`src/rtl/risk_alarm_manager_if.sv`:
```
// Bus between the environmental processor / mission supervisor and risk_alarm_manager.
// The master side drives the risk sample stream and the supervisor controls; the slave side returns alarm status.
interface risk_alarm_manager_if;
  logic [15:0] risk_score;
  logic        risk_valid;
  logic        alarm_ack;
  logic        evt_clr;
  logic [1:0]  alarm_level;
  logic        alarm_req;
  logic [3:0]  alarm_cause;
  logic [1:0]  fsm_state;
  logic [15:0] evt_count;

  modport master (
    output risk_score, risk_valid, alarm_ack, evt_clr,
    input  alarm_level, alarm_req, alarm_cause, fsm_state, evt_count
  );

  modport slave (
    input  risk_score, risk_valid, alarm_ack, evt_clr,
    output alarm_level, alarm_req, alarm_cause, fsm_state, evt_count
  );
endinterface

```
`src/rtl/risk_alarm_manager.sv`:
```
// Debounced risk alarm manager: qualifies critical/warning conditions and runs a latched, acked alarm FSM.
// Optional ALARM-entry event counter enabled by defining RISK_EVT_CNT_EN.
module risk_alarm_manager #(
  parameter int unsigned DEBOUNCE  = 3,
  parameter int unsigned CLEAR_CNT = 4
) (
  input  logic                  clk,
  input  logic                  rst,
  risk_alarm_manager_if.slave   bus
);
  localparam int unsigned CW = 8;
  localparam int unsigned EW = 16;
  localparam logic [CW-1:0] DEB_T = CW'(DEBOUNCE);
  localparam logic [CW-1:0] CLR_T = CW'(CLEAR_CNT);

  typedef enum logic [1:0] {
    S_NORMAL = 2'd0,
    S_WARN   = 2'd1,
    S_ALARM  = 2'd2,
    S_ACKED  = 2'd3
  } state_t;

  state_t         r_state, w_state_nxt;
  logic [CW-1:0]  r_crit_cnt, r_warn_cnt, r_ncrit_cnt, r_clr_cnt;
  logic [CW-1:0]  w_crit_nxt, w_warn_nxt, w_ncrit_nxt, w_clr_nxt;
  logic [1:0]     r_level, w_level_nxt;
  logic           r_req, w_req_nxt;
  logic [3:0]     r_cause, w_cause_nxt;
  logic [EW-1:0]  r_evt, w_evt_nxt;
  logic           w_v, w_crit, w_warn, w_clr;
  logic           w_crit_q, w_warn_q, w_ncrit_q, w_clr_q, w_crit_rise, w_alarm_entry;
  logic           w_unused_bits;

  assign w_v    = bus.risk_valid;
  assign w_crit = |bus.risk_score[15:12];
  assign w_warn = |bus.risk_score[15:8];
  assign w_clr  = ~w_warn;

  // Saturating debounce counter step: holds when invalid, zeroes when the condition is absent.
  function automatic logic [CW-1:0] f_cnt(input logic [CW-1:0] cnt, input logic v,
                                          input logic cond, input logic [CW-1:0] thr);
    if (!v)          return cnt;
    else if (!cond)  return '0;
    else if (cnt == thr) return cnt;
    else             return cnt + CW'(1);
  endfunction

  assign w_crit_nxt  = f_cnt(r_crit_cnt,  w_v, w_crit,  DEB_T);
  assign w_warn_nxt  = f_cnt(r_warn_cnt,  w_v, w_warn,  DEB_T);
  assign w_ncrit_nxt = f_cnt(r_ncrit_cnt, w_v, ~w_crit, DEB_T);
  assign w_clr_nxt   = f_cnt(r_clr_cnt,   w_v, w_clr,   CLR_T);

  assign w_crit_q  = w_v && (w_crit_nxt  == DEB_T);
  assign w_warn_q  = w_v && (w_warn_nxt  == DEB_T);
  assign w_ncrit_q = w_v && (w_ncrit_nxt == DEB_T);
  assign w_clr_q   = w_v && (w_clr_nxt   == CLR_T);
  // A counter still parked at threshold means crit never dropped, so it is not a new alarm.
  assign w_crit_rise = w_crit_q && (r_crit_cnt != DEB_T);

  always_ff @(posedge clk) begin
    if (rst) r_state <= S_NORMAL;
    else     r_state <= w_state_nxt;
  end

  always_comb begin
    w_state_nxt = r_state;
    case (r_state)
      S_NORMAL: begin
        if (w_crit_q)      w_state_nxt = S_ALARM;
        else if (w_warn_q) w_state_nxt = S_WARN;
      end
      S_WARN: begin
        if (w_crit_q)      w_state_nxt = S_ALARM;
        else if (w_clr_q)  w_state_nxt = S_NORMAL;
      end
      S_ALARM: begin
        if (bus.alarm_ack) w_state_nxt = (r_clr_cnt == CLR_T) ? S_NORMAL : S_ACKED;
      end
      S_ACKED: begin
        if (w_clr_q)          w_state_nxt = S_NORMAL;
        else if (w_ncrit_q)   w_state_nxt = S_WARN;
        else if (w_crit_rise) w_state_nxt = S_ALARM;
      end
      default: w_state_nxt = S_NORMAL;
    endcase
  end

  always_comb begin
    w_level_nxt   = 2'd2;
    w_req_nxt     = 1'b0;
    w_cause_nxt   = r_cause;
    w_alarm_entry = (w_state_nxt == S_ALARM) && (r_state != S_ALARM);
    case (w_state_nxt)
      S_NORMAL: w_level_nxt = 2'd0;
      S_WARN:   w_level_nxt = 2'd1;
      S_ALARM:  w_req_nxt   = 1'b1;
      default:  w_level_nxt = 2'd2;
    endcase
    if (w_alarm_entry)
      w_cause_nxt = bus.risk_score[15:12];
    else if (w_state_nxt == S_ALARM || w_state_nxt == S_ACKED) begin
      if (w_v) w_cause_nxt = r_cause | bus.risk_score[15:12];
    end else
      w_cause_nxt = '0;
  end

`ifdef RISK_EVT_CNT_EN
  // Clear dominates a coincident increment.
  always_comb begin
    w_evt_nxt = r_evt;
    if (bus.evt_clr)
      w_evt_nxt = '0;
    else if (w_alarm_entry && (r_evt != 16'hFFFF))
      w_evt_nxt = r_evt + EW'(1);
  end
  assign w_unused_bits = ^bus.risk_score[7:0];
`else
  assign w_evt_nxt     = '0;
  assign w_unused_bits = ^{bus.risk_score[7:0], bus.evt_clr};
`endif

  always_ff @(posedge clk) begin
    if (rst) begin
      r_crit_cnt  <= '0;
      r_warn_cnt  <= '0;
      r_ncrit_cnt <= '0;
      r_clr_cnt   <= '0;
      r_level     <= '0;
      r_req       <= 1'b0;
      r_cause     <= '0;
      r_evt       <= '0;
    end else begin
      r_crit_cnt  <= w_crit_nxt;
      r_warn_cnt  <= w_warn_nxt;
      r_ncrit_cnt <= w_ncrit_nxt;
      r_clr_cnt   <= w_clr_nxt;
      r_level     <= w_level_nxt;
      r_req       <= w_req_nxt;
      r_cause     <= w_cause_nxt;
      r_evt       <= w_evt_nxt;
    end
  end

  assign bus.alarm_level = r_level;
  assign bus.alarm_req   = r_req;
  assign bus.alarm_cause = r_cause;
  assign bus.fsm_state   = r_state;
  assign bus.evt_count   = r_evt;
endmodule
```
`src/flat_wrapper.sv`:
```
// flat-port wrapper written by rule: the top's interface ports become plain ports
module risk_alarm_manager_flat 
#(
  parameter int unsigned DEBOUNCE  = 3,
  parameter int unsigned CLEAR_CNT = 4
)
  (clk, rst, bus_risk_score, bus_risk_valid, bus_alarm_ack, bus_evt_clr, bus_alarm_level, bus_alarm_req, bus_alarm_cause, bus_fsm_state, bus_evt_count);
  risk_alarm_manager_if bus_i ();
  input  logic clk;
  input  logic rst;
  input wire logic [$bits(bus_i.risk_score)-1:0] bus_risk_score;
  input wire logic [$bits(bus_i.risk_valid)-1:0] bus_risk_valid;
  input wire logic [$bits(bus_i.alarm_ack)-1:0] bus_alarm_ack;
  input wire logic [$bits(bus_i.evt_clr)-1:0] bus_evt_clr;
  output wire logic [$bits(bus_i.alarm_level)-1:0] bus_alarm_level;
  output wire logic [$bits(bus_i.alarm_req)-1:0] bus_alarm_req;
  output wire logic [$bits(bus_i.alarm_cause)-1:0] bus_alarm_cause;
  output wire logic [$bits(bus_i.fsm_state)-1:0] bus_fsm_state;
  output wire logic [$bits(bus_i.evt_count)-1:0] bus_evt_count;
  assign bus_i.risk_score = bus_risk_score;
  assign bus_i.risk_valid = bus_risk_valid;
  assign bus_i.alarm_ack = bus_alarm_ack;
  assign bus_i.evt_clr = bus_evt_clr;
  assign bus_alarm_level = bus_i.alarm_level;
  assign bus_alarm_req = bus_i.alarm_req;
  assign bus_alarm_cause = bus_i.alarm_cause;
  assign bus_fsm_state = bus_i.fsm_state;
  assign bus_evt_count = bus_i.evt_count;
  risk_alarm_manager #(.DEBOUNCE(DEBOUNCE), .CLEAR_CNT(CLEAR_CNT)) u_core (.clk(clk), .rst(rst), .bus(bus_i));
endmodule
```
`config.mk`:
```
export PLATFORM = sky130hd
export DESIGN_NAME = risk_alarm_manager_flat
export DESIGN_NICKNAME = d
export VERILOG_FILES = /design/src/rtl/risk_alarm_manager_if.sv /design/src/rtl/risk_alarm_manager.sv /design/src/flat_wrapper.sv
export SDC_FILE = /design/constraint.sdc
export NUM_CORES = 1
export LEC_CHECK = 0
export BUFFER_PORTS_ARGS = -buffer_cell sky130_fd_sc_hd__buf_4
export CORE_ASPECT_RATIO = 1.25
export CORE_UTILIZATION = 40
export CTS_CLUSTER_DIAMETER = 40
export DETAILED_ROUTE_END_ITERATION = 12
export GPL_TIMING_DRIVEN = 0
export HOLD_SLACK_MARGIN = 0.02
export SLEW_MARGIN = 20
export SYNTH_ARGS = -nofsm -noshare
export SYNTH_HDL_FRONTEND = slang
export SYNTH_SLANG_ARGS = --single-unit
```
`constraint.sdc`:
```
create_clock -name clk -period 3.35 [get_ports clk]
set_input_delay 0.8375 -clock clk [delete_from_list [all_inputs] [get_ports clk]]
set_output_delay 0.8375 -clock clk [all_outputs]
set_load 0.05 [all_outputs]
```
Word-level counts from Yosys, hierarchy flattened
Index checks and enable logic that the tools add are counted.

operators by class
  $add $sub $neg = 4
  equal/unequal tests = 17
  muxes and demuxes = 27
  bitwise operators = 1
  reduce and logical (&&, ||, !) cells = 11

operators by type and width
  kind                                                                     count
  8-bit 2-to-1 mux                                                         12
  8-bit by 2-bit equality test with 1-bit output, second input constant    6
  8-bit by 1-bit adder with 8-bit output, second input constant            4
  2-bit 2-to-1 mux                                                         9
  8-bit by 3-bit equality test with 1-bit output, second input constant    2
  4-bit 2-to-1 mux                                                         3
  2-bit equality test, second input constant                               4
  8-bit by 2-bit inequality test with 1-bit output, second input constant  1
  2-bit one-hot mux with 4 select lines                                    1
  8-bit OR reduction                                                       1
  1-bit logical AND                                                        6
  2-bit by 1-bit equality test with 1-bit output, second input constant    2
  2-bit zero test                                                          2
  4-bit OR                                                                 1
  2-bit one-hot mux with 2 select lines                                    1
  4-bit OR reduction                                                       1
  3-bit by 2-bit inequality test with 1-bit output, second input constant  1
  2-bit inequality test, second input constant                             1
  1-bit logical OR                                                         1
  1-bit 2-to-1 mux                                                         1

storage, ports and cells
  register bits after elaboration = 41
  output and inout port bits = 25
  word-level logic and storage cells = 68

Depth between registers and ports, before layout
Gate-level depths: netlist of the first run.

  depth after elaboration = 15
  depth in mapped cells = 11
  depth with buffers taken out = 10

Worst setup path before layout of the first run
OpenSTA, ideal clock, no wires.

  path type = input-to-reg
  from = input bus_risk_score[13]
  to = register u_core.r_cause[1] (netlist: u_core.bus.alarm_cause[1])
  setup time = 91 ps
  data arrival time = 2987 ps
  slack = 272 ps
  cell stages on the path = 9
  buffers on the path = 2
  cells stage by stage = or4_1 > buf_2 > o211a_1 > a2111o_1 > a211oi_2 > nor2_1 > or3b_1 > buf_6 > a311oi_1

on the way
  cells in the longest elaborated chain, start to end = 14

RTL lines
  element                                         RTL line                                             RTL
  start, declared                                 flat_wrapper.sv:11                                   input wire logic [$bits(bus_i.risk_score)-1:0] bus_risk_score;
  4-bit OR reduction                              risk_alarm_manager.sv:35                             assign w_crit = |bus.risk_score[15:12];
  8-bit 2-to-1 mux                                risk_alarm_manager.sv:43                             else if (!cond) return '0;
  8-bit 2-to-1 mux                                risk_alarm_manager.sv:42                             if (!v) return cnt;
  8-bit by 2-bit equality test with 1-bit output  risk_alarm_manager.sv:53                             assign w_crit_q = w_v && (w_crit_nxt == DEB_T);
  1-bit logical AND                               risk_alarm_manager.sv:53
  1-bit logical AND                               risk_alarm_manager.sv:58                             assign w_crit_rise = w_crit_q && (r_crit_cnt != DEB_T);
  2-bit 2-to-1 mux                                risk_alarm_manager.sv:82                             else if (w_crit_rise) w_state_nxt = S_ALARM;
  2-bit 2-to-1 mux                                risk_alarm_manager.sv:81                             else if (w_ncrit_q) w_state_nxt = S_WARN;
  2-bit 2-to-1 mux                                risk_alarm_manager.sv:80                             if (w_clr_q) w_state_nxt = S_NORMAL;
  2-bit one-hot mux with 4 select lines           risk_alarm_manager.sv:67                             case (r_state)
  2-bit equality test, on equally long branches   risk_alarm_manager.sv:92, risk_alarm_manager.sv:101
  1-bit logical OR                                risk_alarm_manager.sv:101                            else if (w_state_nxt == S_ALARM || w_state_nxt == S_ACKED) begin
  4-bit 2-to-1 mux                                risk_alarm_manager.sv:101
  4-bit 2-to-1 mux                                risk_alarm_manager.sv:99                             if (w_alarm_entry)
  end signal, assigned                            risk_alarm_manager.sv:139                            r_cause <= w_cause_nxt;
  end, declared                                   risk_alarm_manager.sv:28                             logic [3:0] r_cause, w_cause_nxt;

Parallel ways exist; a longest one is shown, timed or not. The select of a mux whose other input is x is not followed.
A chain may end at the register's enable or synchronous reset.

Worst setup path in the final report of the first run
  from = input bus_risk_score[9]
  to = register u_core.r_cause[2] (netlist: u_core.bus.alarm_cause[2])

on the way
  cells in the longest elaborated chain, start to end = 12

RTL lines
  element                                                                                                                  RTL line                                             RTL
  8-bit OR reduction *                                                                                                     risk_alarm_manager.sv:36                             assign w_warn = |bus.risk_score[15:8];
  8-bit 2-to-1 mux                                                                                                         risk_alarm_manager.sv:43
  8-bit 2-to-1 mux                                                                                                         risk_alarm_manager.sv:42
  8-bit by 3-bit equality test with 1-bit output / 8-bit by 2-bit equality test with 1-bit output (equally long branches)  risk_alarm_manager.sv:56, risk_alarm_manager.sv:54
  1-bit logical AND, on equally long branches                                                                              risk_alarm_manager.sv:56, risk_alarm_manager.sv:54
  2-bit 2-to-1 mux, on equally long branches                                                                               risk_alarm_manager.sv:74, risk_alarm_manager.sv:70
  2-bit 2-to-1 mux, on equally long branches                                                                               risk_alarm_manager.sv:73, risk_alarm_manager.sv:69
  2-bit one-hot mux with 4 select lines *                                                                                  risk_alarm_manager.sv:67
  2-bit equality test, on equally long branches                                                                            risk_alarm_manager.sv:92, risk_alarm_manager.sv:101
  1-bit logical OR                                                                                                         risk_alarm_manager.sv:101
  4-bit 2-to-1 mux                                                                                                         risk_alarm_manager.sv:101
  4-bit 2-to-1 mux                                                                                                         risk_alarm_manager.sv:99

Every way passes the cells marked *; elsewhere a longest branch is shown, timed or not.

==> impl_summary.log, run 1 <==
INFO  metric power.share.switching = 28.9%
INFO  metric min_to = u_core.r_clr_cnt[1]
INFO  metric drtPass1Iterations = 4
INFO  metric die_w = 75.9 um
INFO  metric worstPathArrival = 3.33 ns
INFO  metric status = completed
INFO  metric synth.yosys.warnings = 0
INFO  metric post-route-min-period = 3.12 ns
INFO  metric cellInternalPower = 0.797 mW
INFO  metric synthesis.area = 0.00273 mm^2
INFO  metric synth_cells = 354
INFO  metric synth.cells.most_frequent = sky130_fd_sc_hd__dfxtp_1 (41), sky130_fd_sc_hd__nor2_1 (41), sky130_fd_sc_hd__nand2_1 (35), sky130_fd_sc_hd__a21oi_1 (27)
INFO  metric synth_top_family_by_area = simple AND/OR/NAND/NOR gates
INFO  metric clk_path_buf_depth = 2
INFO  metric power_density = 354 mW/mm^2
INFO  metric clk_lat_worst_skew = 0.30 ns
INFO  metric maxSlewViolCount = 0
INFO  metric postCtsHoldBufs = 0
INFO  metric combPwrFrac = 16.4%
INFO  metric power.sequential.fraction = 45.2%
INFO  metric cts_tree = done
INFO  metric end_kind = register
INFO  metric post_synth_xor_area_fraction = 4.17%
INFO  metric antennaDiodeCount = 0
INFO  metric synth_area_leader_cell = sky130_fd_sc_hd__dfxtp_1
INFO  metric setup_viol_count_final = 0
INFO  metric worst-path-buf-inv = 3
INFO  metric fin_hold_ws = 0.507 ns
INFO  metric ys_top_cells_by_area = sky130_fd_sc_hd__dfxtp_1 (30%), sky130_fd_sc_hd__nor2_1 (5.6%), sky130_fd_sc_hd__buf_4 (5.2%)
INFO  metric worst_path_dominant_cell_family = simple AND/OR/NAND/NOR gates
INFO  metric maxClockFrequency = 320 MHz
INFO  metric wl_per_cell = 13.6 um
INFO  metric postPlaceCellArea = 0.00304 mm^2
INFO  metric hold_viol_final = 0
INFO  metric finalSetupTns = 0 ns
INFO  metric core = 0.00657 mm^2
INFO  metric drcViolationCount = 0
INFO  metric ir_worst_vdd = 0.000229 V
INFO  metric post-layout-total-power = 1.12 mW
INFO  metric antenna_found_initial = 0
INFO  metric cp_max_fo = 9
INFO  metric synth_async_sr_flop_share = 0%
INFO  metric grt_max_degree = 14
INFO  metric detailedRoute.firstIterationViolations = 150
INFO  metric r2r_slack = 0.31 ns
INFO  metric synth_simple_gate_area_share = 28.2%
INFO  metric relSlewSlack = 39.4%
INFO  metric numCtsBuffers = 5
INFO  metric path_clk_slew = 0.09 ns
INFO  metric final.period_utilization = 93.1%
INFO  metric finalInstanceArea = 0.00317 mm^2
INFO  metric cp_cell_sequence = buf_4 > nor4_1 > and2_0 > buf_4 > o311ai_1 > and4b_2 > a311oi_1 > or3b_1 > buf_6 > a311oi_1
INFO  metric p_sw = 0.323 mW
INFO  metric muxShareOfSynthArea = 0.734%
INFO  metric unrepaired_setup_endpoints_after_global_routing = no
INFO  metric critical_path.startpoint_type = primary input
INFO  metric worst_path_largest_cell_delay = 0.57 ns
INFO  metric syn_avg_cell_area = 7.71 um^2
INFO  metric grt_pass1_vias = 2378
INFO  metric power.static_leakage = 1.22 nW
INFO  metric fin_skew = 0.00931 ns
INFO  metric yosysTopAreaCellShare = 30.1%
INFO  metric synth_cell_types = 67
INFO  metric number_of_vias_in_the_routed_layout = 2627
INFO  metric crit-reg2reg-launch = u_core.r_ncrit_cnt[0]
INFO  metric grt.overflow.total = 0
INFO  metric cts-htree-levels = 2
INFO  metric globalplace.congestion = 0.804
INFO  metric drt_wl_total = 6580 um
INFO  metric port_buffers = 19
INFO  metric flow.area_growth_from_synthesis = 16.1%
INFO  metric holdCritStartpoint = u_core.r_clr_cnt[1]
INFO  metric worstSetupPathType = primary input to register
INFO  metric post-cts-setup-buffers = 0
INFO  metric worst_hold_path_type = register to register
INFO  metric slowest_stage = sky130_fd_sc_hd__nor4_1
INFO  metric viasPerCell = 5.44
INFO  metric clock_tree.root_cell = sky130_fd_sc_hd__clkbuf_8
INFO  metric initial_utilization = 41.5%
INFO  metric synth_compound_gate_area_share = 23.9%
INFO  metric fraction_of_final_layout_cells_sized_beyond_drive_strength_1 = 17.2%
INFO  metric synth_adder_area_share = 2.29%
INFO  metric route.antenna.remaining_nets = 0
INFO  metric die_y = 94.3 um
INFO  metric whs_path_depth = 2
INFO  metric place_hpwl = 4750 um
INFO  metric yosys_most_used_dff = sky130_fd_sc_hd__dfxtp_1
INFO  metric rows = 33
INFO  metric edff_count_synth = 0
INFO  metric first_pass_grt_wire_length = 10800 um
INFO  metric fp.dieArea = 0.00716 mm^2
INFO  metric pin_count = 46
INFO  metric critical_path_required = 3.56 ns
INFO  metric finalNetCount = 421
INFO  metric power.share.clock = 38.4%
INFO  metric global_route.usage.total = 19.7%
INFO  metric max_slew.worst_pin.slew = 0.907 ns
INFO  metric yosysSeqAreaShare = 30.1%
INFO  metric timing.max_cap.violations = 0
INFO  metric reg2reg_to = u_core.bus.alarm_cause[0]
INFO  metric reg2regPathDepth = 8
INFO  metric synth_seq_cells = 41
INFO  metric clock-sinks = 41
## repair_timing
action,CTS,global route
gates cloned,0,0
pin swaps,0,0
setup endpoints to repair,3,5
resized for setup,1,1
## per-layer routing
| layer | routed length [um] | vias to the layer above | share of wire [%] | global-route usage (%) |
|---|---|---|---|---|
| met3 | 199 | 9 | 3.0 | 3.54 |
| met4 | 87 | 0 | 1.3 | 6.33 |
| met5 | 0 | - | 0 | 0 |
| li1 | - | 1349 | - | - |
| met2 | 3080 | 46 | 47 | 32.4 |
| met1 | 3210 | 1223 | 49 | 25.7 |
## worst min-delay path, cell delays in order (launching register included)
cell and delay [ns]:
sky130_fd_sc_hd__dfxtp_1 0.35, sky130_fd_sc_hd__nand2_1 0.07, sky130_fd_sc_hd__a21oi_1 0.05
## flip-flops by register name (all words and copies together), names as in the netlist
| name | count |
|---|---|
| u_core.r_clr_cnt | 8 |
| u_core.r_crit_cnt | 8 |
| u_core.r_ncrit_cnt | 8 |
| u_core.bus.alarm_cause | 4 |
| u_core.bus.alarm_level | 2 |
| u_core.bus.fsm_state | 2 |
| u_core.bus.alarm_req | 1 |
| u_core.r_warn_cnt | 8 |
## logic make-up after synthesis
group	Yosys count
AOI/OAI and AO/OA	95
xor gates and xnor gates	13
adders and majority gates	5
buffers and inverters	47
DFF	41
muxes	2
other	1
and+or+nand+nor	150
## area by class of cell
| type | instances | area (um^2) |
|---|---|---|
| clock buffers | 6 | 82.6 |
| multi-input cells | 281 | 1690 |
| well taps | 87 | 109 |
| inverters | 8 | 30.0 |
| repair buffers | 19 | 143 |
| fillers | 664 | 3400 |
| plain buffers | 39 | 258 |
| flip-flops and latches | 41 | 821 |
| clock inverters | 2 | 37.5 |
## per-stage QoR
| stage | setup slack, ns | instances | util, % |
|---|---|---|---|
| floorplan | 0.272 | 369 | - |
| global placement | -0.382 | 475 | 46.2 |
| detailed placement | -0.418 | 475 | 46.2 |
| CTS | 0.0410 | 483 | 48.1 |
| global route | 0.0102 | 483 | 48.2 |
| finish | 0.230 | 483 | 48.2 |
## power groups by stage
stage          clock network, mW  logic, mW  registers [mW]
6_report                   0.431      0.184           0.506
5_1_grt                    0.457      0.200           0.508
4_1_cts                    0.442      0.181           0.506
3_5_place_dp                   0      0.181           0.518
3_3_place_gp                   0      0.180           0.517
2_1_floorplan                  0      0.123           0.531
## how the worst max path moves through the flow
| stage | end | start | cells after the start |
|---|---|---|---|
| 2_1_floorplan | u_core.bus.alarm_cause[1] | bus_risk_score[13] | 9 |
| 3_3_place_gp | u_core.bus.alarm_cause[3] | bus_risk_score[13] | 7 |
| 3_5_place_dp | u_core.bus.alarm_cause[0] | bus_risk_score[13] | 7 |
| 4_1_cts | u_core.bus.alarm_cause[2] | bus_risk_score[13] | 10 |
| 5_1_grt | u_core.bus.alarm_cause[1] | bus_risk_score[9] | 10 |
| 6_report | u_core.bus.alarm_cause[2] | bus_risk_score[9] | 10 |
## placed cells by master, fill, tap and decap left out, types with 6 or more instances in the layout
master                     count
sky130_fd_sc_hd__a21oi_1      27
sky130_fd_sc_hd__buf_4        38
sky130_fd_sc_hd__nand3_1      15
sky130_fd_sc_hd__nor3_1        9
sky130_fd_sc_hd__clkbuf_8      6
sky130_fd_sc_hd__o21ai_0      19
sky130_fd_sc_hd__dfxtp_1      41
sky130_fd_sc_hd__nor2_1       41
sky130_fd_sc_hd__xnor2_1      10
sky130_fd_sc_hd__nand2_1      35
sky130_fd_sc_hd__conb_1       16
sky130_fd_sc_hd__a311oi_1      7
sky130_fd_sc_hd__nor4_1        7
sky130_fd_sc_hd__inv_1         7
sky130_fd_sc_hd__clkbuf_1     14
sky130_fd_sc_hd__and3_1        8
sky130_fd_sc_hd__nand4_1       7
Note: power is estimated with default switching activity, not from simulation.
==> run 2: changes to the inputs <==
CORE_MARGIN = 8   (was unset)
==> impl_summary.log, run 2 (synthesis results as in run 1) <==
INFO  metric reg2reg_to = u_core.bus.alarm_cause[3]
INFO  metric holdCritStartpoint = u_core.r_clr_cnt[1]
INFO  metric setup_viol_count_final = 0
INFO  metric grt.overflow.total = 0
INFO  metric clk_lat_worst_skew = 0.30 ns
INFO  metric finalNetCount = 421
INFO  metric initial_utilization = 41.5%
INFO  metric p_sw = 0.316 mW
INFO  metric critical_path.startpoint_type = primary input
INFO  metric power.share.switching = 29.9%
INFO  metric cellInternalPower = 0.741 mW
INFO  metric pin_count = 46
INFO  metric power_density = 336 mW/mm^2
INFO  metric final.period_utilization = 91.7%
INFO  metric core = 0.00657 mm^2
INFO  metric globalplace.congestion = 0.843
INFO  metric drt_wl_total = 6840 um
INFO  metric first_pass_grt_wire_length = 11300 um
INFO  metric grt_max_degree = 13
INFO  metric area.sequential = 821 um^2
INFO  metric status = completed
INFO  metric post-route-min-period = 3.07 ns
INFO  metric multiInputGateArea = 0.00169 mm^2
INFO  metric drtPass1Iterations = 4
INFO  metric place_hpwl = 5010 um
INFO  metric power.sequential.fraction = 47.9%
INFO  metric total_placed_cells_including_tap_cells = 475
INFO  metric wl_per_cell = 14.2 um
INFO  metric power.static_leakage = 1.22 nW
INFO  metric global_route.usage.total = 13.9%
INFO  metric stdcell_count = 483
INFO  metric number_of_vias_in_the_routed_layout = 2580
INFO  metric rows = 33
INFO  metric power.share.clock = 34.7%
INFO  metric worst_hold_path_type = register to register
INFO  metric whs_path_depth = 2
INFO  metric antenna_found_initial = 0
INFO  metric route.antenna.remaining_nets = 0
INFO  metric layout.cells.most_common_list = sky130_fd_sc_hd__nor2_1 (41), sky130_fd_sc_hd__dfxtp_1 (41), sky130_fd_sc_hd__buf_4 (38)
INFO  metric clock-sinks = 41
INFO  metric cts-htree-levels = 2
INFO  metric relSlewSlack = 48.6%
INFO  metric grt_pass1_vias = 2344
INFO  metric ir_worst_vdd = 0.000187 V
INFO  metric finalSetupTns = 0 ns
INFO  metric clock_tree.root_cell = sky130_fd_sc_hd__clkbuf_8
INFO  metric unrepaired_setup_endpoints_after_global_routing = no
INFO  metric numCtsBuffers = 5
INFO  metric layout.filler_cells = 653
INFO  metric combPwrFrac = 17.4%
INFO  metric drcViolationCount = 0
INFO  metric die_y = 108 um
INFO  metric viasPerCell = 5.34
INFO  metric crit-reg2reg-launch = u_core.r_ncrit_cnt[0]
INFO  metric hold_viol_final = 0
INFO  metric maxSlewViolCount = 0
INFO  metric reg2regPathDepth = 8
INFO  metric timing.max_cap.violations = 0
INFO  metric detailedRoute.firstIterationViolations = 166
INFO  metric flow.area_growth_from_synthesis = 15.4%
INFO  metric port_buffers = 19
INFO  metric min_to = u_core.r_clr_cnt[1]
INFO  metric max_slew.worst_pin.slew = 0.769 ns
INFO  metric cts_tree = done
INFO  metric clk_path_buf_depth = 2
INFO  metric maxClockFrequency = 326 MHz
INFO  metric die_w = 89.9 um
INFO  metric fin_skew = 0.00866 ns
INFO  metric worstSetupPathType = primary input to register
INFO  metric path_clk_slew = 0.08 ns
INFO  metric critical_path_required = 3.57 ns
INFO  metric r2r_slack = 0.43 ns
INFO  metric cp_max_fo = 9
INFO  metric worstPathArrival = 3.29 ns
INFO  metric fraction_of_final_layout_cells_sized_beyond_drive_strength_1 = 17.2%
INFO  metric antennaDiodeCount = 0
INFO  metric end_kind = register
INFO  metric fp.dieArea = 0.00973 mm^2
## run 2: changes by cell type in the layout (fill, tap and decap cells not counted), sizes merged
| cell | delta |
|---|---|
| clkinvlp | -1 |
| clkinv | +1 |
| bufinv | -1 |
| clkbuf | +1 |
## run 2: power groups by stage
| stage | Combinational [mW] | Sequential (mW) | Clock, mW |
|---|---|---|---|
| 2_1_floorplan | 0.123 | 0.531 | 0 |
| 6_report | 0.184 | 0.506 | 0.366 |
| 5_1_grt | 0.200 | 0.507 | 0.401 |
| 4_1_cts | 0.182 | 0.506 | 0.380 |
| 3_3_place_gp | 0.181 | 0.517 | 0 |
| 3_5_place_dp | 0.181 | 0.517 | 0 |
## run 2: routing by layer
| layer | vias to the layer above | part of all wire [%] | GRT usage (%) |
|---|---|---|---|
| met3 | 10 | 3.8 | 2.36 |
| met4 | 0 | 1.8 | 6.56 |
| met1 | 1175 | 48 | 17.2 |
| met5 | - | 0 | 0 |
| met2 | 54 | 47 | 23.3 |
| li1 | 1341 | - | - |
## run 2: repair_timing
| action | in CTS | in global routing |
|---|---|---|
| resized for setup | 0 | 2 |
| endpoints found under the setup margin | 0 | 6 |
| setup buffers | 0 | 0 |
| hold buffers | 0 | 0 |
## run 2: how the worst max path moves through the flow
stage	startpoint	end	slack [ns]	cells after the start
global placement	bus_risk_score[13]	u_core.bus.alarm_cause[2]	-0.24	10
detailed placement	bus_risk_score[13]	u_core.bus.alarm_cause[1]	-0.23	10
floorplan	bus_risk_score[13]	u_core.bus.alarm_cause[1]	0.27	9
finish	bus_risk_score[13]	u_core.bus.alarm_cause[1]	0.28	10
global route	bus_risk_score[9]	u_core.bus.alarm_cause[1]	0.06	10
CTS	bus_risk_score[13]	u_core.bus.alarm_cause[3]	0.05	7
## run 2: critical path, stage by stage
cell and delay [ns]:
sky130_fd_sc_hd__buf_4 0.13, sky130_fd_sc_hd__nor4_4 0.51, sky130_fd_sc_hd__and2_0 0.20, sky130_fd_sc_hd__buf_4 0.17, sky130_fd_sc_hd__o311ai_1 0.15, sky130_fd_sc_hd__and4b_2 0.25
sky130_fd_sc_hd__a311oi_1 0.30, sky130_fd_sc_hd__or3b_1 0.40, sky130_fd_sc_hd__buf_6 0.15, sky130_fd_sc_hd__a311oi_1 0.18
## run 2: final cells by class
cell class,instances,share of cell area [%]
multi-input cells,281,53.6
flip-flops and latches,41,26.1
plain buffers,39,8.19
repair buffers,19,4.53
well taps,87,3.46
clock buffers,7,3.06
inverters,8,0.954
clock inverters,1,0.159
## run 2: stage by stage
| stage | utilization [%] | setup WS, ns | total power [mW] | cell area [um^2] | hold WS (ns) |
|---|---|---|---|---|---|
| floorplan | - | 0.272 | 0.654 | 2780 | 0.462 |
| global placement | 46.2 | -0.243 | 0.698 | 3040 | 0.483 |
| detailed placement | 46.2 | -0.235 | 0.699 | 3040 | 0.491 |
| CTS | 47.8 | 0.0517 | 1.07 | 3140 | 0.502 |
| global route | 47.9 | 0.0642 | 1.11 | 3150 | 0.524 |
| finish | 47.9 | 0.278 | 1.06 | 3150 | 0.507 |
